$ cat config.mk
export PLATFORM = sky130hd
export DESIGN_NAME = rc_servo_pulse_decoder_flat
export DESIGN_NICKNAME = d
export VERILOG_FILES = /design/src/rtl/rc_servo_pulse_decoder_if.sv /design/src/rtl/rc_servo_pulse_decoder.sv /design/src/flat_wrapper.sv
export SDC_FILE = /design/constraint.sdc
export NUM_CORES = 1
export LEC_CHECK = 0
export CORE_AREA = 2 2 69 78
export DETAILED_ROUTE_END_ITERATION = 8
export DIE_AREA = 0 0 71 80
export PLACE_DENSITY = 0.84
export SYNTH_ARGS = -nofsm -noshare
export SYNTH_HDL_FRONTEND = slang
export SYNTH_SLANG_ARGS = --single-unit
$ cat constraint.sdc
create_clock -name clk -period 4.25 [get_ports clk]
set_input_delay 0.85 -clock clk [delete_from_list [all_inputs] [get_ports clk]]
set_output_delay 0.85 -clock clk [all_outputs]
set_load 0.01 [all_outputs]
$ cat src/rtl/rc_servo_pulse_decoder_if.sv
// rtl/rc_servo_pulse_decoder_if.sv - pin and decoded-result bundle for the servo pulse decoder
//
// Purpose: groups the decoder's enable, raw pulse pin and decoded outputs so the
// decoder (slave) and its driver/consumer (master) share one port.
// Signals:
//   ena       decode enable (master -> decoder)
//   pwm_i     asynchronous servo pulse pin (master -> decoder)
//   pos_o     8-bit decoded position (decoder -> master)
//   strobe_o  1-cycle pulse when pos_o is updated by an accepted pulse
//   valid_o   high while an accepted pulse arrived within the frame timeout
//   glitch_o  1-cycle pulse when a measured pulse is rejected
interface rc_servo_pulse_decoder_if;
    logic       ena;
    logic       pwm_i;
    logic [7:0] pos_o;
    logic       strobe_o;
    logic       valid_o;
    logic       glitch_o;

    modport master (
        output ena,
        output pwm_i,
        input  pos_o,
        input  strobe_o,
        input  valid_o,
        input  glitch_o
    );

    modport slave (
        input  ena,
        input  pwm_i,
        output pos_o,
        output strobe_o,
        output valid_o,
        output glitch_o
    );
endinterface

$ cat src/rtl/rc_servo_pulse_decoder.sv
// rtl/rc_servo_pulse_decoder.sv - hobby-servo pulse width to 8-bit position decoder
//
// Purpose: measures the high time of an asynchronous RC servo pulse in units of
// CLKS_PER_LSB clocks and maps it to position 0..255 (OFFSET_LSB -> 0, clamped).
// Pulses outside MIN_WIDTH_LSB..MAX_WIDTH_LSB are reported on glitch_o; absence of
// an accepted pulse for FRAME_TIMEOUT_LSB drops valid_o.
// Ports:
//   clk    system clock, rising edge
//   rst_n  asynchronous active-low reset
//   bus    rc_servo_pulse_decoder_if.slave: ena, pwm_i in; pos_o, strobe_o,
//          valid_o, glitch_o out (all outputs registered)
// Configuration macro: RC_DEC_FAILSAFE_EN - when defined, pos_o is forced to
// centre (128) in the cycle valid_o falls on timeout; otherwise pos_o holds.
module rc_servo_pulse_decoder #(
    parameter int CLKS_PER_LSB      = 39,
    parameter int OFFSET_LSB        = 256,
    parameter int MIN_WIDTH_LSB     = 128,
    parameter int MAX_WIDTH_LSB     = 768,
    parameter int FRAME_TIMEOUT_LSB = 6400
) (
    input  logic                        clk,
    input  logic                        rst_n,
    rc_servo_pulse_decoder_if.slave     bus
);

    localparam int                PW         = (CLKS_PER_LSB > 1) ? $clog2(CLKS_PER_LSB) : 1;
    localparam logic [PW-1:0]     PRESC_MAX  = PW'(CLKS_PER_LSB - 1);
    localparam logic [9:0]        MIN_W      = 10'(MIN_WIDTH_LSB);
    localparam logic [9:0]        MAX_W      = 10'(MAX_WIDTH_LSB);
    localparam logic [9:0]        WIDTH_SAT  = 10'h3FF;
    localparam logic [12:0]       TO_LIM     = 13'(FRAME_TIMEOUT_LSB);
    localparam logic [12:0]       TO_SAT     = 13'h1FFF;
    localparam logic signed [10:0] OFFSET_S  = 11'(OFFSET_LSB);

    typedef enum logic [1:0] {
        WAIT_LOW  = 2'd0,
        WAIT_RISE = 2'd1,
        MEASURE   = 2'd2
    } state_t;

    state_t            state_q;
    logic              sync1_q, sync2_q, sync3_q;
    logic [PW-1:0]     presc_q;
    logic [9:0]        width_q;
    logic [12:0]       timeout_q;
    logic [7:0]        pos_q;
    logic              strobe_q, valid_q, glitch_q;

    logic              rise, fall, tick;
    logic [9:0]        width_d;
    logic [12:0]       timeout_d;
    logic signed [10:0] diff_d;
    logic [7:0]        pos_d;
    logic              width_ok, accept, timeout_hit;

    assign rise = sync2_q & ~sync3_q;
    assign fall = ~sync2_q & sync3_q;
    assign tick = (presc_q == PRESC_MAX);

    always_comb begin
        // Width including a tick landing in the current cycle, so a fall is
        // evaluated as floor(high_clks / CLKS_PER_LSB).
        width_d = width_q;
        if (tick && (width_q != WIDTH_SAT)) begin
            width_d = width_q + 10'd1;
        end

        diff_d = $signed({1'b0, width_d}) - OFFSET_S;
        pos_d  = diff_d[7:0];
        if (diff_d[10]) begin
            pos_d = 8'd0;
        end else if (diff_d > 11'sd255) begin
            pos_d = 8'd255;
        end

        width_ok    = (width_d >= MIN_W) && (width_d <= MAX_W);
        accept      = bus.ena && (state_q == MEASURE) && fall && width_ok;
        timeout_hit = (timeout_q >= TO_LIM);

        timeout_d = timeout_q;
        if (accept) begin
            timeout_d = 13'd0;
        end else if (tick && (timeout_q != TO_SAT)) begin
            timeout_d = timeout_q + 13'd1;
        end
    end

    // Synchronizer resets high: a pin already high at release never looks like
    // a rise, and a low pin simply produces an ignored fall.
    always_ff @(posedge clk or negedge rst_n) begin
        if (!rst_n) begin
            sync1_q   <= 1'b1;
            sync2_q   <= 1'b1;
            sync3_q   <= 1'b1;
            presc_q   <= '0;
            timeout_q <= 13'd0;
        end else begin
            sync1_q   <= bus.pwm_i;
            sync2_q   <= sync1_q;
            sync3_q   <= sync2_q;
            presc_q   <= (rise || tick) ? '0 : presc_q + PW'(1);
            timeout_q <= timeout_d;
        end
    end

    always_ff @(posedge clk or negedge rst_n) begin
        if (!rst_n) begin
            state_q  <= WAIT_LOW;
            width_q  <= 10'd0;
            pos_q    <= 8'd0;
            strobe_q <= 1'b0;
            valid_q  <= 1'b0;
            glitch_q <= 1'b0;
        end else begin
            strobe_q <= 1'b0;
            glitch_q <= 1'b0;

            if (accept) begin
                valid_q <= 1'b1;
            end else if (timeout_hit) begin
                valid_q <= 1'b0;
`ifdef RC_DEC_FAILSAFE_EN
                if (valid_q) begin
                    pos_q <= 8'd128;
                end
`endif
            end

            if (!bus.ena) begin
                state_q <= WAIT_LOW;
            end else begin
                case (state_q)
                    WAIT_LOW: begin
                        if (!sync2_q) begin
                            state_q <= WAIT_RISE;
                        end
                    end
                    WAIT_RISE: begin
                        if (rise) begin
                            state_q <= MEASURE;
                            width_q <= 10'd0;
                        end
                    end
                    MEASURE: begin
                        if (fall) begin
                            state_q <= WAIT_RISE;
                            if (width_ok) begin
                                pos_q    <= pos_d;
                                strobe_q <= 1'b1;
                            end else begin
                                glitch_q <= 1'b1;
                            end
                        end else if (width_q > MAX_W) begin
                            // Stuck high: report once, then require a low before re-arming.
                            state_q  <= WAIT_LOW;
                            glitch_q <= 1'b1;
                        end else begin
                            width_q <= width_d;
                        end
                    end
                    default: state_q <= WAIT_LOW;
                endcase
            end
        end
    end

    assign bus.pos_o    = pos_q;
    assign bus.strobe_o = strobe_q;
    assign bus.valid_o  = valid_q;
    assign bus.glitch_o = glitch_q;

endmodule

$ cat src/flat_wrapper.sv
// flat-port wrapper written by rule: the top's interface ports become plain ports
module rc_servo_pulse_decoder_flat 
#(
    parameter int CLKS_PER_LSB      = 39,
    parameter int OFFSET_LSB        = 256,
    parameter int MIN_WIDTH_LSB     = 128,
    parameter int MAX_WIDTH_LSB     = 768,
    parameter int FRAME_TIMEOUT_LSB = 6400
)
  (clk, rst_n, bus_ena, bus_pwm_i, bus_pos_o, bus_strobe_o, bus_valid_o, bus_glitch_o);
  rc_servo_pulse_decoder_if bus_i ();
  input  logic clk;
  input  logic rst_n;
  input wire logic [$bits(bus_i.ena)-1:0] bus_ena;
  input wire logic [$bits(bus_i.pwm_i)-1:0] bus_pwm_i;
  output wire logic [$bits(bus_i.pos_o)-1:0] bus_pos_o;
  output wire logic [$bits(bus_i.strobe_o)-1:0] bus_strobe_o;
  output wire logic [$bits(bus_i.valid_o)-1:0] bus_valid_o;
  output wire logic [$bits(bus_i.glitch_o)-1:0] bus_glitch_o;
  assign bus_i.ena = bus_ena;
  assign bus_i.pwm_i = bus_pwm_i;
  assign bus_pos_o = bus_i.pos_o;
  assign bus_strobe_o = bus_i.strobe_o;
  assign bus_valid_o = bus_i.valid_o;
  assign bus_glitch_o = bus_i.glitch_o;
  rc_servo_pulse_decoder #(.CLKS_PER_LSB(CLKS_PER_LSB), .OFFSET_LSB(OFFSET_LSB), .MIN_WIDTH_LSB(MIN_WIDTH_LSB), .MAX_WIDTH_LSB(MAX_WIDTH_LSB), .FRAME_TIMEOUT_LSB(FRAME_TIMEOUT_LSB)) u_core (.clk(clk), .rst_n(rst_n), .bus(bus_i));
endmodule
Word level (Yosys, flattened, before mapping):

Cells that the tools add are included.

* logic and storage cells: 76
* input port bits: 4
* memory bits (writable): 0
* output and inout port bits: 11
* bits in read-only memories: 0
* memories kept: 0
* bits in latches: 0
* register bits after elaboration: 45

* mux-type cells: 27
* bitwise operators: 4
* shift operators: 0
* reduce and logical (&&, ||, !) cells: 14
* $add $sub $neg: 4
* multipliers: 0
* order comparisons: 5
* div/mod/pow operators: 0
* eq/ne operators: 11

Operators with widths (count)
* 2-to-1 mux 10 bit: 4
* 2-to-1 mux 13 bit: 2
* case mux 10 bit (2 select lines): 1
* 2-to-1 mux 8 bit: 2
* adder 13 x 1 -> 13 bit, second input constant: 1
* greater-or-equal comparator 13 bit, second input constant: 1
* != test 13 bit, second input constant: 1
* > comparator 11 x 9 -> 1 bit, second input constant: 1
* 2-to-1 mux 1 bit: 11
* subtractor 10 x 9 -> 11 bit, second input constant: 1
* adder 10 x 1 -> 10 bit, second input constant: 1
* greater-or-equal comparator 10 x 8 -> 1 bit, second input constant: 1
* > comparator 10 bit, second input constant: 1
* less-or-equal comparator 10 bit, second input constant: 1
* 2-to-1 mux 2 bit: 5
* != test 10 bit, second input constant: 1
* adder 6 x 1 -> 6 bit, second input constant: 1
* == test 6 bit, second input constant: 1
* logical AND 1 bit: 6
* 2-to-1 mux 6 bit: 1
* case mux 2 bit (3 select lines): 1
* nonzero test 2 bit: 3
* AND reduction 5 bit: 1
* != test 2 bit, second input constant: 2
* 12 further kinds: 14

Depth between registers and ports, before layout:

Gate-level depths: netlist of run 1.

* depth in word-level cells: 9
* depth in mapped cells: 14
* mapped depth without buffers: 12

Worst setup path before layout of run 1:

No wires, ideal clock.

* kind: flip-flop to flip-flop
* start: register u_core.presc_q[0]
* end: register u_core.pos_q[0] (netlist: u_core.bus.pos_o[0])
* path slack: 1747 ps
* stages on the path, launching flop included: 13
* setup time: 65 ps
* path buffers: 2
* arrival: 2438 ps
* required time: 4185 ps
* clock period less this slack: 2503 ps
* cells stage by stage: dfrtp_1 inv_1 ha_1 and4bb_1 buf_6 and2_4 buf_6 a41o_4 clkinv_2 ha_1 o41a_1 nand4_2 o22a_1

* longest elaborated chain between the ends: 7
* elaborated cells between the ends (all ways): 11
* those cells by class: 1 x add/sub; 3 x order compare; 1 x eq/ne; 3 x mux; 3 x reduce/logical

RTL lines
* from (decl): RTL line rc_servo_pulse_decoder.sv:43 `logic [PW-1:0] presc_q;`
* from (signal assigned): RTL line rc_servo_pulse_decoder.sv:101 `presc_q <= (rise || tick) ? '0 : presc_q + PW'(1);`
* == test 6 bit (*): RTL line rc_servo_pulse_decoder.sv:58 `assign tick = (presc_q == PRESC_MAX);`
* logical AND 1 bit (*): RTL line rc_servo_pulse_decoder.sv:64 `if (tick && (width_q != WIDTH_SAT)) begin`
* 2-to-1 mux 10 bit (*): RTL line rc_servo_pulse_decoder.sv:64
* subtractor 10 x 9 -> 11 bit: RTL line rc_servo_pulse_decoder.sv:68 `diff_d = $signed({1'b0, width_d}) - OFFSET_S;`
* > comparator 11 x 9 -> 1 bit: RTL line rc_servo_pulse_decoder.sv:72 `end else if (diff_d > 11'sd255) begin`
* 2-to-1 mux 8 bit: RTL line rc_servo_pulse_decoder.sv:72
* 2-to-1 mux 8 bit: RTL line rc_servo_pulse_decoder.sv:70 `if (diff_d[10]) begin`
* to (signal assigned): RTL line rc_servo_pulse_decoder.sv:148 `pos_q <= pos_d;`
* to (decl): RTL line rc_servo_pulse_decoder.sv:46 `logic [7:0] pos_q;`

Every way passes the cells marked *; elsewhere a longest branch is shown, timed or not.
A chain may end at the register's enable or synchronous reset.

Worst setup path in the final report of run 1:

* start: register u_core.width_q[0]
* end: register u_core.pos_q[3] (netlist: u_core.bus.pos_o[3])

* longest elaborated chain between the ends: 7
* elaborated cells between the ends (all ways): 12
* those cells by class: 2 x add/sub; 3 x order compare; 1 x eq/ne; 3 x mux; 3 x reduce/logical

RTL lines
* from (decl): RTL line rc_servo_pulse_decoder.sv:44 `logic [9:0] width_q;`
* from (signal assigned): RTL line rc_servo_pulse_decoder.sv:158 `width_q <= width_d;`
* branches (longest 2 deep; another with adder 10 x 1 -> 10 bit)
* 2-to-1 mux 10 bit (*): RTL line rc_servo_pulse_decoder.sv:64
* subtractor 10 x 9 -> 11 bit: RTL line rc_servo_pulse_decoder.sv:68
* > comparator 11 x 9 -> 1 bit: RTL line rc_servo_pulse_decoder.sv:72
* 2-to-1 mux 8 bit: RTL line rc_servo_pulse_decoder.sv:72
* 2-to-1 mux 8 bit: RTL line rc_servo_pulse_decoder.sv:70

Mark *: on every way between the ends.

==> reports/qor.txt, run 1 <==
Outcome -> completed
Synth Warn # -> 0
Rows -> 27
Synthesis-to-layout area growth -> 7.96%
Pwr/cell area -> 283 nW/um^2
Slowest library cell on the worst path -> dfrtp_1
WHS Path Cells -> 0
R2R Setup Slk -> 1.45 ns
Critical hold path startpoint -> u_core.sync1_q
Switch Pwr -> 0.217 mW
Pre-CTS setup slack -> 1.53 ns
Iteration count of the initial detailed-routing pass -> 4
Routed wire length -> 5410 microns
Buf+Inv Stages, Crit Path -> 0
Final TNS setup -> 0 ns
Clock share of power -> 35.9%
Post-CTS Resized -> 0
Fin Hold WS -> 0.341 ns
Top FF cell, synth -> dfrtp_1
Total of max-cap violations -> 0
Max_slew headroom -> 35.4%
Largest net degree at the start of global routing -> 46
CTS root buffer -> clkbuf_8
Fin crit period -> 2.80 ns
Via count -> 2087
Hold crit path type -> register to register
R2r worst-path depth -> 8
I/O pin count -> 15
Die Footprint -> 5680 sq um
Number of vias per cell -> 6.05
CTS tree -> done
Initial Utilization -> 53.6%
I/O Buffers -> 14
Fraction of registers with async set/reset -> 100%
Vias in the first global route -> 2042
Critical Path Max Stage Delay -> 0.51 ns
Seq pwr share -> 57.8%
Fin. Hold Viols -> 0
Critical Path, Cell by Cell -> ha_1 -> and4_1 -> a21o_1 -> mux2i_1 -> ha_1 -> o41a_1 -> nand4_2 -> o22a_1
Fin nets -> 297
Clock Latency Late Sink -> 0.32 ns
DRC Markers -> 0
Top cell by count, worst path -> ha_1
Max VDD drop -> 0.000190 V
Switching share of total power -> 27.1%
Chip width -> 71 microns
Initial antenna violation count -> 0
DR WL/cell -> 15.7 microns
Yosys reg bits -> 45
Post-DP Area -> 2740 sq um
WP data required -> 4.50 ns
DPL Wire Length -> 3820 microns
Hold Crit Endpoint -> u_core.sync2_q
Final setup violation count -> 0
First-pass GRT wire length -> 9260 microns
Maximum fanout along the worst path -> 10
WP data arrival -> 3.05 ns
Synth Cell Area -> 2630 sq um
Unrepaired setup endpoints after global routing -> false
Finished Cell Area -> 2830 sq um
Pleak -> 1.17 nW
Netlist cell types -> 51
Comb pwr share -> 6.4%
Drt first-iter violations -> 89
Setup Crit Path Kind -> register to register
Core area -> 4900 sq um
Post-route ant nets -> 0
Worst setup EP type -> register
Diodes inserted -> 0
Cts hold-fix bufs -> 0
H-tree levels -> 2
Tcrit/Tclk final -> 65.8%
Pint -> 0.585 mW
Die height -> 80 microns
Sequential area share after synthesis -> 43.0%
Crit-path leading delay family -> compound AO/OA/AOI/OAI gates
Max Root-Sink Buffers -> 2
Worst-Margin Slew -> 0.970 ns
Post-synth EDFFs -> 0
TritonCTS sink count -> 45
Avg Inst Size Synth -> 9.44 sq um
Setup bufs post-CTS -> 0
TritonCTS buffer count -> 5
Post-Syn Nets -> 289
Highest clock rate -> 358 MHz
Gate Count Post-Synth -> 278
Final Instance Count excl. Fillers -> 345
Worst setup SP type -> register
Gpl congestion -> 0.951
Clk pin slew, worst setup/hold paths -> 0.10 ns
Fillers -> 379
Final worst setup slack -> 1.45 ns
Total gr overflow -> 0
GRT Overall Usage -> 20.7%
Worst r2r src -> u_core.width_q[0]
Layout cells sized above 1 -> 9.06%
Slew Limit Fails -> 0
FF-to-FF End -> u_core.bus.pos_o[3]
Placed cell count -> 337
Final Skew -> 0.0141 ns
[layout by cell type (no fill, tap or decap), types with 5 or more instances in the layout]
cell / instances
a21oi_1: 11
a31oi_1: 5
and2_1: 6
and3_1: 7
clkbuf_8: 5
clkdlybuf4s50_1: 13
dfrtp_1: 42
ha_1: 7
inv_1: 11
nand2_1: 28
nand2b_1: 7
nand3_1: 9
nand4_1: 10
nor2_1: 35
nor2b_1: 6
o21ai_0: 9
o22a_1: 8
xnor2_1: 9
xor2_1: 8
[power by group through the flow]
| stage | registers (mW) | logic [mW] | clock network, mW |
|---|---|---|---|
| after floorplan | 0.466 | 0.0369 | 0 |
| after global placement | 0.471 | 0.0496 | 0 |
| after detailed placement | 0.471 | 0.0520 | 0 |
| after CTS | 0.463 | 0.0517 | 0.290 |
| after global routing | 0.466 | 0.0590 | 0.308 |
| final | 0.463 | 0.0510 | 0.287 |
[worst max path at each step]
stage | start | slack, ns | endpoint | cells after the start
after detailed placement | u_core.presc_q[0] | 1.53 | u_core.bus.pos_o[3] | 10
after global placement | u_core.presc_q[0] | 1.61 | u_core.bus.pos_o[7] | 10
after CTS | u_core.width_q[0] | 1.48 | u_core.bus.pos_o[3] | 8
after global routing | u_core.width_q[0] | 1.23 | u_core.bus.pos_o[4] | 8
final | u_core.width_q[0] | 1.45 | u_core.bus.pos_o[3] | 8
after floorplan | u_core.presc_q[0] | 1.75 | u_core.bus.pos_o[0] | 12
[layer usage]
metal / global-route usage, % / up-vias / wire, microns
li1: - / 994 / -
met1: 25.3 / 1016 / 2340
met2: 35.2 / 64 / 2670
met3: 3.28 / 13 / 267
met4: 10.2 / 0 / 132
met5: 0 / - / 0
[synthesized netlist by cell type, types with 2 or more instances]
cell      instances  area share, %
dfrtp_1          42             40
nor2_1           35            5.0
nand2_1          28            4.0
a21oi_1          11            2.1
inv_1            11            1.6
nand4_1          10            2.4
nand3_1           9            1.7
o21ai_0           9            1.7
xnor2_1           9            3.0
o22a_1            8            2.7
xor2_1            8            2.7
and3_1            7            1.7
ha_1              7            3.3
nand2b_1          7            1.7
and2_1            6            1.4
nor2b_1           6            1.4
a31oi_1           5            1.2
buf_2             5           0.95
and4_1            4            1.3
buf_6             4            1.7
o31ai_1           4            1.1
a41oi_1           3            1.0
dfstp_2           3            3.0
a21o_1            2           0.57
and2_4            2           0.67
buf_4             2           0.57
clkbuf_1          2           0.29
mux2i_1           2           0.76
nand4_2           2           0.95
nand4b_1          2           0.67
nor3_1            2           0.38
o211ai_1          2           0.57
[per-stage QoR]
stage | power (mW) | utilization [%]
6_report | 0.801 | 57.9
5_1_grt | 0.833 | 57.9
4_1_cts | 0.805 | 57.9
3_5_place_dp | 0.523 | 55.9
3_3_place_gp | 0.520 | 55.9
2_1_floorplan | 0.503 | -
[state kept, by name, indices dropped and copies added (netlist names)]
register	flops
u_core.presc_q	6
u_core.timeout_q	13
u_core.width_q	10
u_core.sync3_q	1
u_core.sync2_q	1
u_core.bus.valid_o	1
u_core.sync1_q	1
u_core.bus.pos_o	8
u_core.state_q	2
u_core.bus.strobe_o	1
u_core.bus.glitch_o	1
[cells by family (layout without fill, tap and decap cells)]
group	after synthesis	after routing	synth area share, %
AO/OA/AOI/OAI	54	54	15.3
XOR/XNOR	17	17	5.67
adder cells (fa/ha/maj)	7	7	3.34
buffers and inverters	26	35	5.43
flip-flops	45	45	43.0
multiplexers	2	2	0.763
AND/OR/NAND/NOR	127	127	26.5
[cell type report]
| class | instances | area, sq um | share of cell area, % |
|---|---|---|---|
| Timing Repair Buffer | 14 | 135 | 4.77 |
| Tap cell | 58 | 72.6 | 2.56 |
| Clock inverter | 3 | 25.0 | 0.883 |
| Clock buffer | 5 | 68.8 | 2.43 |
| Inverter | 13 | 50.0 | 1.77 |
| Sequential cell | 45 | 1130 | 39.9 |
| Multi-Input combinational cell | 207 | 1350 | 47.7 |
Power figures use the tool's default switching activity.
==> run 2: changes to the inputs <==
- CORE_AREA: 2 2 69 78 -> 2 2 70 79
- DIE_AREA: 0 0 71 80 -> 0 0 72 81
- PLACE_DENSITY: 0.84 -> 0.85
- clock period: 4.25 -> 2.4 ns (I/O delays scaled with it)
==> reports/qor.txt, run 2 (synthesized netlist as in run 1, its figures left out) <==
Finished Cell Area -> 3220 sq um (+14%)
Worst setup EP type -> register
Worst r2r src -> u_core.presc_q[0]
CTS root buffer -> clkbuf_8
Vias in the first global route -> 2344 (+15%)
Rows -> 28 (+3.7%)
Maximum fanout along the worst path -> 8 (-2)
Chip width -> 72 microns (+1.4%)
Slew Limit Fails -> 0 (unchanged)
Worst-Margin Slew -> 0.558 ns (-0.412 ns)
Commonest non-fill, non-tap cell in the layout -> dfrtp_1
DR WL/cell -> 16.8 microns (+7.2%)
Final setup violation count -> 9 (+9)
Fin nets -> 336 (+13%)
Synthesis-to-layout area growth -> 22.6%
Die height -> 81 microns (+1.3%)
Initial antenna violation count -> 0 (unchanged)
Gpl congestion -> 0.995 (+4.7%)
Number of vias per cell -> 5.95 (-1.7%)
TritonCTS sink count -> 45 (unchanged)
Layout cells sized above 1 -> 23.0% (+14 points)
Max VDD drop -> 0.000444 V (+130%)
Final worst setup slack -> -0.0555 ns (-1.51 ns)
Via count -> 2295 (+10%)
Switching share of total power -> 24.3% (-2.8 points)
Setup Crit Path Kind -> register to register
TritonCTS buffer count -> 5 (unchanged)
Diodes inserted -> 0 (unchanged)
Tcrit/Tclk final -> 102% (+37 points)
Total gr overflow -> 0 (unchanged)
Switch Pwr -> 0.375 mW (+73%)
GRT Overall Usage -> 24.4% (+3.7 points)
R2R Setup Slk -> -0.06 ns (-1.51 ns)
Hold crit path type -> primary input to async pin
CP startpoint -> u_core.presc_q[0]
Failing checks -> negative setup slack
Routed wire length -> 6490 microns (+20%)
Outcome -> finished with violations
Unrepaired setup endpoints after global routing -> true
Max_slew headroom -> 62.8% (+27 points)
I/O pin count -> 15 (unchanged)
Initial Utilization -> 51.0% (-2.6 points)
Final core occ -> 62.5% (+4.7 points)
Most frequent cells in the layout -> 42 x dfrtp_1, 38 x buf_4, 35 x nor2_1, 28 x nand2_1, 13 x clkdlybuf4s50_1
Clock Latency Late Sink -> 0.31 ns (about the same)
Pleak -> 1.40 nW (+19%)
First-pass GRT wire length -> 11100 microns (+20%)
Total of max-cap violations -> 0 (unchanged)
Core area -> 5150 sq um (+5.1%)
R2r worst-path depth -> 13 (+5)
DPL Wire Length -> 4570 microns (+20%)
Seq pwr share -> 52.4% (-5.4 points)
Pwr/cell area -> 480 nW/um^2 (+70%)
Clock share of power -> 38.0% (+2.1 points)
Largest net degree at the start of global routing -> 46 (unchanged)
Die Footprint -> 5830 sq um (+2.7%)
Reg with most FFs -> u_core.timeout_q
Iteration count of the initial detailed-routing pass -> 5 (+1)
Worst setup SP type -> register
Final TNS setup -> -0.397 ns (-0.397 ns)
Fin. Hold Viols -> 0 (unchanged)
Comb pwr share -> 9.6% (+3.2 points)
Pint -> 1.17 mW (+100%)
Max Root-Sink Buffers -> 2 (unchanged)
CTS tree -> done
Number of flip-flops in the largest register -> 13 (unchanged)
Final Skew -> 0.00815 ns (-0.00595 ns)
Clk pin slew, worst setup/hold paths -> 0.09 ns (about the same)
I/O Buffers -> 14 (unchanged)
DRC Markers -> 0 (unchanged)
FF-to-FF End -> u_core.bus.pos_o[0]
WP data required -> 2.59 ns (-1.91 ns)
Drt first-iter violations -> 129 (+45%)
Fin crit period -> 2.46 ns (-0.340 ns)
Post-DP Area -> 2990 sq um (+9.1%)
Highest clock rate -> 407 MHz (+14%)
WP data arrival -> 2.65 ns (-0.40 ns)
Cts hold-fix bufs -> 0 (unchanged)
Post-route ant nets -> 0 (unchanged)
Fin Hold WS -> 0.246 ns (-0.0955 ns)
Pre-CTS setup slack -> -0.142 ns (-1.67 ns)
H-tree levels -> 2 (unchanged)
## run 2: cell types whose count changed in the layout (fill, tap and decap cells not counted), sizes merged
cell / delta
and2: +1
inv: -1
buf: +38
bufinv: +1
## run 2: metal layers
layer / global-route usage (%) / vias up / wire length [microns]
met5: 0 / - / 0
met4: 11.9 / 0 / 236
met3: 5.33 / 22 / 450
met2: 43.1 / 117 / 3370
met1: 27.8 / 1082 / 2440
li1: - / 1074 / -
## run 2: worst max-delay path: stages (launching register included)
cell	delay (ns)
dfrtp_1	0.38
inv_1	0.06
ha_2	0.16
nand4b_1	0.15
buf_4	0.19
nor4_4	0.18
mux2i_1	0.24
buf_4	0.18
ha_4	0.13
inv_2	0.03
nand2b_1	0.08
o41a_1	0.20
nand4_4	0.15
o22a_1	0.21
## run 2: through the flow
| stage | total power, mW | instances |
|---|---|---|
| after floorplan | 0.892 | 278 |
| final | 1.55 | 386 |
| after CTS | 1.55 | 382 |
| after global routing | 1.60 | 386 |
| after global placement | 0.964 | 370 |
| after detailed placement | 0.972 | 370 |
## run 2: layout make-up
type / instances / area (sq um)
well taps: 60 / 75.1
multi-input cells: 208 / 1430
repair buffers: 52 / 420
flip-flops and latches: 45 / 1130
inverters: 13 / 53.8
clock inverters: 3 / 46.3
clock buffers: 5 / 68.8
fillers: 388 / 1930
## run 2: what timing repair did
action	in CTS	in global routing
pin swaps	4	3
endpoints found under the setup margin	24	25
buffers inserted	3	4
cloned	1	0
gates resized for setup	9	4
## run 2: worst max path at each step
stage / to
global route: u_core.bus.pos_o[0]
detailed placement: u_core.bus.pos_o[6]
CTS: u_core.bus.pos_o[3]
global placement: u_core.bus.pos_o[5]
floorplan: u_core.bus.pos_o[6]
finish: u_core.bus.pos_o[0]
## run 2: power groups by stage
stage | logic, mW | clock network (mW) | registers [mW]
2_1_floorplan | 0.0662 | 0 | 0.826
3_3_place_gp | 0.142 | 0 | 0.823
4_1_cts | 0.150 | 0.590 | 0.810
3_5_place_dp | 0.146 | 0 | 0.825
6_report | 0.149 | 0.587 | 0.810
5_1_grt | 0.166 | 0.617 | 0.813
==> run 3: changes to the inputs <==
- ABC_AREA: unset -> 1
- CORE_AREA: 2 2 70 79 -> 2 2 71 79
- DIE_AREA: 0 0 72 81 -> 0 0 73 81
- GPL_TIMING_DRIVEN: unset -> 0
==> reports/qor.txt, run 3 <==
Outcome -> completed
I/O pin count -> 15 (unchanged)
Fraction of registers with async set/reset -> 100% (unchanged)
Post-synth EDFFs -> 0 (unchanged)
Yosys reg bits -> 45 (unchanged)
DR WL/cell -> 12.8 microns (-24%)
First-pass GRT wire length -> 9590 microns (-14%)
Pwr/cell area -> 677 nW/um^2 (+41%)
Initial antenna violation count -> 0 (unchanged)
TritonCTS buffer count -> 5 (unchanged)
WP data arrival -> 2.47 ns (-0.18 ns)
Most frequent cells in the layout -> 96 x nand2_1, 49 x inv_1, 41 x dfrtp_1, 38 x nor2_1, 21 x nand3_1
DRC Markers -> 0 (unchanged)
Commonest non-fill, non-tap cell in the layout -> nand2_1
Vias in the first global route -> 2232 (-4.8%)
Avg Inst Size Synth -> 7.74 sq um (-18%)
Synth top cells by count -> 98 x nand2_1, 51 x inv_1, 42 x dfrtp_1
CTS root buffer -> clkbuf_8
Layout cells sized above 1 -> 18.2% (-4.8 points)
GRT Overall Usage -> 20.9% (-3.5 points)
Max Root-Sink Buffers -> 2 (unchanged)
Largest net degree at the start of global routing -> 34 (-26%)
Rows -> 28 (unchanged)
Footprint of the multi-input gates -> 1330 sq um (-6.8%)
Hold crit path type -> primary input to async pin
Clock Latency Late Sink -> 0.30 ns (about the same)
Chip width -> 73 microns (+1.4%)
Routed wire length -> 5620 microns (-13%)
Cts hold-fix bufs -> 0 (unchanged)
Highest clock rate -> 439 MHz (+7.7%)
Final setup violation count -> 0 (-9)
Synthesis-to-layout area growth -> 16.2%
Top FF cell, synth -> dfrtp_1
Drt first-iter violations -> 101 (-22%)
Gpl congestion -> 0.835 (-16%)
Sequential area share after synthesis -> 42.2% (-0.83 points)
Fillers -> 455 (+17%)
CTS tree -> done
Crit-path leading delay family -> simple AND/OR/NAND/NOR gates
Fin Hold WS -> 0.0674 ns (-0.178 ns)
Die Footprint -> 5910 sq um (+1.4%)
Number of flip-flops in the largest register -> 13 (unchanged)
Initial Utilization -> 51.3% (+0.30 points)
Worst setup EP type -> register
Top-count cell post-synth -> nand2_1
Setup Crit Path Kind -> register to register
Fin nets -> 390 (+16%)
Worst-Margin Slew -> 0.651 ns (+0.0935 ns)
H-tree levels -> 2 (unchanged)
Fin. Hold Viols -> 0 (unchanged)
Max VDD drop -> 0.000433 V (-2.6%)
DPL Wire Length -> 4090 microns (-10%)
Gate Count Post-Synth -> 346 (+24%)
Buf+Inv Stages, Crit Path -> 3 (-1)
Core area -> 5220 sq um (+1.4%)
Die height -> 81 microns (unchanged)
Critical Path, Cell by Cell -> ha_2 -> nand2_2 -> nor2_4 -> nand3_4 -> buf_4 -> nand4_1 -> nand2_1 -> nor2_1 -> nand4_1 -> nand2_2 -> nand3_4 -> buf_6 -> nand3b_1 -> inv_1
Maximum fanout along the worst path -> 10 (+2)
WP data required -> 2.59 ns (about the same)
Area leader, netlist -> dfrtp_1
Pleak -> 1.55 nW (+11%)
Diodes inserted -> 0 (unchanged)
Netlist cell types -> 39 (-24%)
Worst setup SP type -> register
Total of max-cap violations -> 0 (unchanged)
Reg with most FFs -> u_core.timeout_q
Clk pin slew, worst setup/hold paths -> 0.08 ns (about the same)
Final Skew -> 0.00578 ns (-0.00237 ns)
Number of vias per cell -> 5.19 (-13%)
Max_slew headroom -> 56.4% (-6.4 points)
Via count -> 2285 (-0.44%)
Top post-synthesis cells by area -> dfrtp_1 39%, nand2_1 14%, inv_1 7.2%
Synth Cell Area -> 2680 sq um (+2.0%)
Register area -> 1130 sq um (+0.11%)
TritonCTS sink count -> 45 (unchanged)
I/O Buffers -> 14 (unchanged)
Final worst setup slack -> 0.121 ns (+0.177 ns)
Slowest library cell on the worst path -> dfrtp_1
Post-route ant nets -> 0 (unchanged)
Tcrit/Tclk final -> 95.0% (-7.4 points)
Synth Warn # -> 0 (unchanged)
Synth top area share -> 39.3% (-0.77 points)
Total gr overflow -> 0 (unchanged)
Slew Limit Fails -> 0 (unchanged)
Iteration count of the initial detailed-routing pass -> 4 (-1)
Post-Syn Nets -> 357 (+24%)
Fin crit period -> 2.28 ns (-0.177 ns)
Critical Path Max Stage Delay -> 0.37 ns (about the same)
Pre-CTS setup slack -> -0.0931 ns (+0.0485 ns)
-- run 3: cell types whose count changed in the layout (fill, tap and decap cells not counted), moves of 7 or more --
cell / change
buf_4: -27
nand2_2: +8
o22a_1: -8
o22ai_1: +8
a21oi_1: -7
nand2_1: +68
nand3_1: +13
nand2b_1: -7
inv_1: +39
xnor2_1: -8
-- run 3: report_power, final --
group          switching (mW)  internal (mW)
combinational           0.415          0.255
clock                   0.242          0.235
sequential              0.100          0.858
-- run 3: final timing paths --
| path | from | endpoint | slack, ns | depth (start not counted) |
|---|---|---|---|---|
| setup / recovery | u_core.width_q[1] | u_core.timeout_q[5] | 0.12 | 14 |
| hold / removal | rst_n | u_core.timeout_q[8] | 0.07 | 1 |
| setup reg to reg | u_core.width_q[1] | u_core.timeout_q[5] | 0.12 | 14 |
| hold reg to reg | u_core.sync1_q | u_core.sync2_q | 0.36 | 0 |
| max in group asynchronous | rst_n | u_core.sync3_q | 1.79 | 2 |
| min in group clk | u_core.sync1_q | u_core.sync2_q | 0.36 | 0 |
-- run 3: per-layer routing --
metal  wire length [microns]  GRT usage, %  vias up  share of wire, %
li1                        -             -     1153                 -
met1                    2340          23.3     1074                42
met2                    2950          38.3       46                53
met3                     194          4.22       12               3.5
met4                     131          8.52        0               2.3
met5                       0             0        -                 0
-- run 3: layout make-up --
type | count | area share, %
Buffer | 4 | 1.21
Clock buffer | 8 | 2.90
Inverter | 56 | 6.76
Multi-Input combinational cell | 241 | 42.7
Sequential cell | 45 | 36.4
Tap cell | 60 | 2.41
Timing Repair Buffer | 26 | 7.65
-- run 3: cells by family (layout without fill, tap and decap cells) --
| kind of cell | count (synthesis) | in the layout | share of synthesized area [%] |
|---|---|---|---|
| DFF | 45 | 45 | 42.2 |
| AOI/OAI and AO/OA | 30 | 30 | 7.01 |
| buffers and inverters | 60 | 94 | 9.26 |
| xor gates and xnor gates | 5 | 5 | 2.34 |
| adders and majority gates | 7 | 7 | 3.27 |
| and+or+nand+nor | 199 | 199 | 35.9 |
-- run 3: worst reg2reg max path, cell delays in order (launching register included) --
cell and delay (ns):
dfrtp_1 0.37, ha_2 0.20, nand2_2 0.11, nor2_4 0.17, nand3_4 0.14, buf_4 0.17
nand4_1 0.07, nand2_1 0.11, nor2_1 0.12, nand4_1 0.14, nand2_2 0.12, nand3_4 0.13
buf_6 0.19, nand3b_1 0.10, inv_1 0.05
-- run 3: repair_timing --
item / 4_1_cts / 5_1_grt
buffers inserted: 5 / 6
pin swaps: 2 / 9
setup endpoints to repair: 8 / 22
gates resized for setup: 1 / 10
-- run 3: through the flow --
step | total power, mW | area, sq um | util [%] | std cells | TNS, ns
detailed placement | 1.56 | 2910 | 55.7 | 421 | -0.647
finish | 2.11 | 3110 | 59.6 | 440 | 0
global route | 2.26 | 3110 | 59.6 | 440 | -0.128
global placement | 1.53 | 2890 | 55.4 | 420 | -14.89
floorplan | 1.40 | 2680 | - | 346 | 0
CTS | 2.05 | 3040 | 58.2 | 434 | 0
==> variant, RTL diff (config.mk and constraints of run 2) <==
`CLKS_PER_LSB` is set to 39 in 2 places; all go to 78.
--- a/src/rtl/rc_servo_pulse_decoder.sv
+++ b/src/rtl/rc_servo_pulse_decoder.sv
@@ -12,7 +12,7 @@
 // Configuration macro: RC_DEC_FAILSAFE_EN - when defined, pos_o is forced to
 // centre (128) in the cycle valid_o falls on timeout; otherwise pos_o holds.
 module rc_servo_pulse_decoder #(
-    parameter int CLKS_PER_LSB      = 39,
+    parameter int CLKS_PER_LSB      = 78,
     parameter int OFFSET_LSB        = 256,
     parameter int MIN_WIDTH_LSB     = 128,
     parameter int MAX_WIDTH_LSB     = 768,
--- a/src/flat_wrapper.sv
+++ b/src/flat_wrapper.sv
@@ -1,7 +1,7 @@
 // flat-port wrapper written by rule: the top's interface ports become plain ports
 module rc_servo_pulse_decoder_flat 
 #(
-    parameter int CLKS_PER_LSB      = 39,
+    parameter int CLKS_PER_LSB      = 78,
     parameter int OFFSET_LSB        = 256,
     parameter int MIN_WIDTH_LSB     = 128,
     parameter int MAX_WIDTH_LSB     = 768,
Function: same outputs for any inputs over 10 cycles, from zero or initial values and one cycle with rst_n low; that may be too few to reach the edited logic, so the function may still have changed.
==> variant against run 2 <==
- the run still ends with setup timing left
- design area increased by 8.2%
- sequential cell count up 1
- utilization up 5.2 points
- wire length is 7.2% higher
- worst setup slack worse by 220 ps
- area after synthesis grew 1.5%
- largest cell class unchanged
Power is not compared: it rests on default switching activity, and its combinational part moved more than twofold at a synthesized area within 25%.
==> variant: results (changes against run 2) <==
metric;value;unit;change
outcome;finished, violations left;;
failing checks;setup timing;;
First-pass DRT Iterations;4;;-1
Commonest cells post-synth;43 x dfrtp_1, 36 x nand2_1, 30 x nor2_1;;
slowest stage delay, CP;450;ps;+70 ps
Final Setup Violations;23;;+14
Synth area leaders;dfrtp_1 40%, nand2_1 5.1%, xor2_1 4.3%;;
Compound-Gate Fraction of Synth Area;11.8;%;-3.4 points
Mapped Nets;287;;-0.69%
Biggest register;u_core.timeout_q;;
slowest cell on the critical path;or4_4;;
GPL Wtd Cong;0.929;;-6.7%
Gate Count Post-Synth;276;;-0.72%
Synth Area in XOR/XNOR;7.23;%;+1.6 points
placed wire-length estimate;3.89;mm;-15%
drt initial violations;199;;+54%
Netlist cell types;55;;+7.8%
nets@finish;341;;+1.5%
largest net degree at the start of global routing;30;;-35%
Global Route Usage Sum;21.4;%;-3.0 points
relative slew slack;55.6;%;-7.2 points
initial antenna violation count;0;;unchanged
yosys warns;0;;unchanged
CP Data Arrival Time;2900;ps;+250 ps
Seq/Total Area, Yosys;43.4;%;+0.31 points
clock slew at reported path FFs;90;ps;about the same
Max Clock Skew;4.26;ps;-3.90 ps
DR vias;2301;;+0.26%
Non-Filler Instances;391;;+1.3%
final setup TNS;-5110;ps;-4710 ps
vias in the first global route;2123;;-9.4%
post-synthesis adder-cell area fraction;3.29;%;-0.049 points
fill cell count;340;;-12%
post-synthesis mux area share;1.88;%;+1.1 points
drt wl/cell;17.8;um;+5.8%
share of cells above drive strength 1;30.8;%;+7.8 points
first-pass GRT wire length;9.74;mm;-12%
final worst slack;-273;ps;-218 ps
placed cell count;372;;+0.54%
## variant: power groups by stage
stage / clock [mW] / sequential [mW] / combinational (mW)
floorplan: 0 / 0.924 / 0.200
global placement: 0 / 0.924 / 0.317
detailed placement: 0 / 0.928 / 0.326
CTS: 0.603 / 0.919 / 0.335
global route: 0.629 / 0.930 / 0.452
finish: 0.593 / 0.922 / 0.407
## variant: worst paths after layout
kind	start	to	slack, ps	depth (start not counted)
max	u_core.width_q[1]	u_core.bus.pos_o[2]	-270	9
min	rst_n	u_core.bus.strobe_o	190	1
max reg2reg	u_core.width_q[1]	u_core.bus.pos_o[2]	-270	9
min reg2reg	u_core.sync1_q	u_core.sync2_q	360	0
max in group asynchronous	rst_n	u_core.width_q[8]	1520	2
min in group clk	u_core.sync1_q	u_core.sync2_q	360	0
## variant: metrics by stage
step                      setup slack, ps  instance area, um2
after floorplan                      10.9                2690
after global placement              -42.2                3030
after detailed placement            -77.8                3030
after CTS                           -96.4                3190
after global routing                 -324                3480
final                                -273                3480
## variant: cell type report
class	instances	area (um2)	share of cell area, %
multi-input combinational	197	1510	43.2
sequential	46	1160	33.2
timing repair buffer	61	563	16.2
tap	60	75.1	2.15
inverter	19	71.3	2.05
clock buffer	5	68.8	1.97
clock inverter	3	45.0	1.29
## variant: what timing repair did
item,CTS,global route
setup endpoints to repair,23,24
buffers inserted,1,7
pin swaps,1,16
cloned,0,3
resized for setup,5,36
## variant: worst max-delay path, delay by kind of cell, from the launching register on
family	cells	cell delay, ps
buffers and inverters	2	240
adder cells (fa/ha/maj)	1	340
flip-flops	1	420
AND/OR/NAND/NOR	3	920
AO/OA/AOI/OAI	3	670
## variant: routing by layer
metal  global-route usage, %  share of wire (%)
met4                    10.6                3.4
met2                    36.3                 50
met3                    3.97                5.9
met5                       0                  0
met1                    26.1                 41
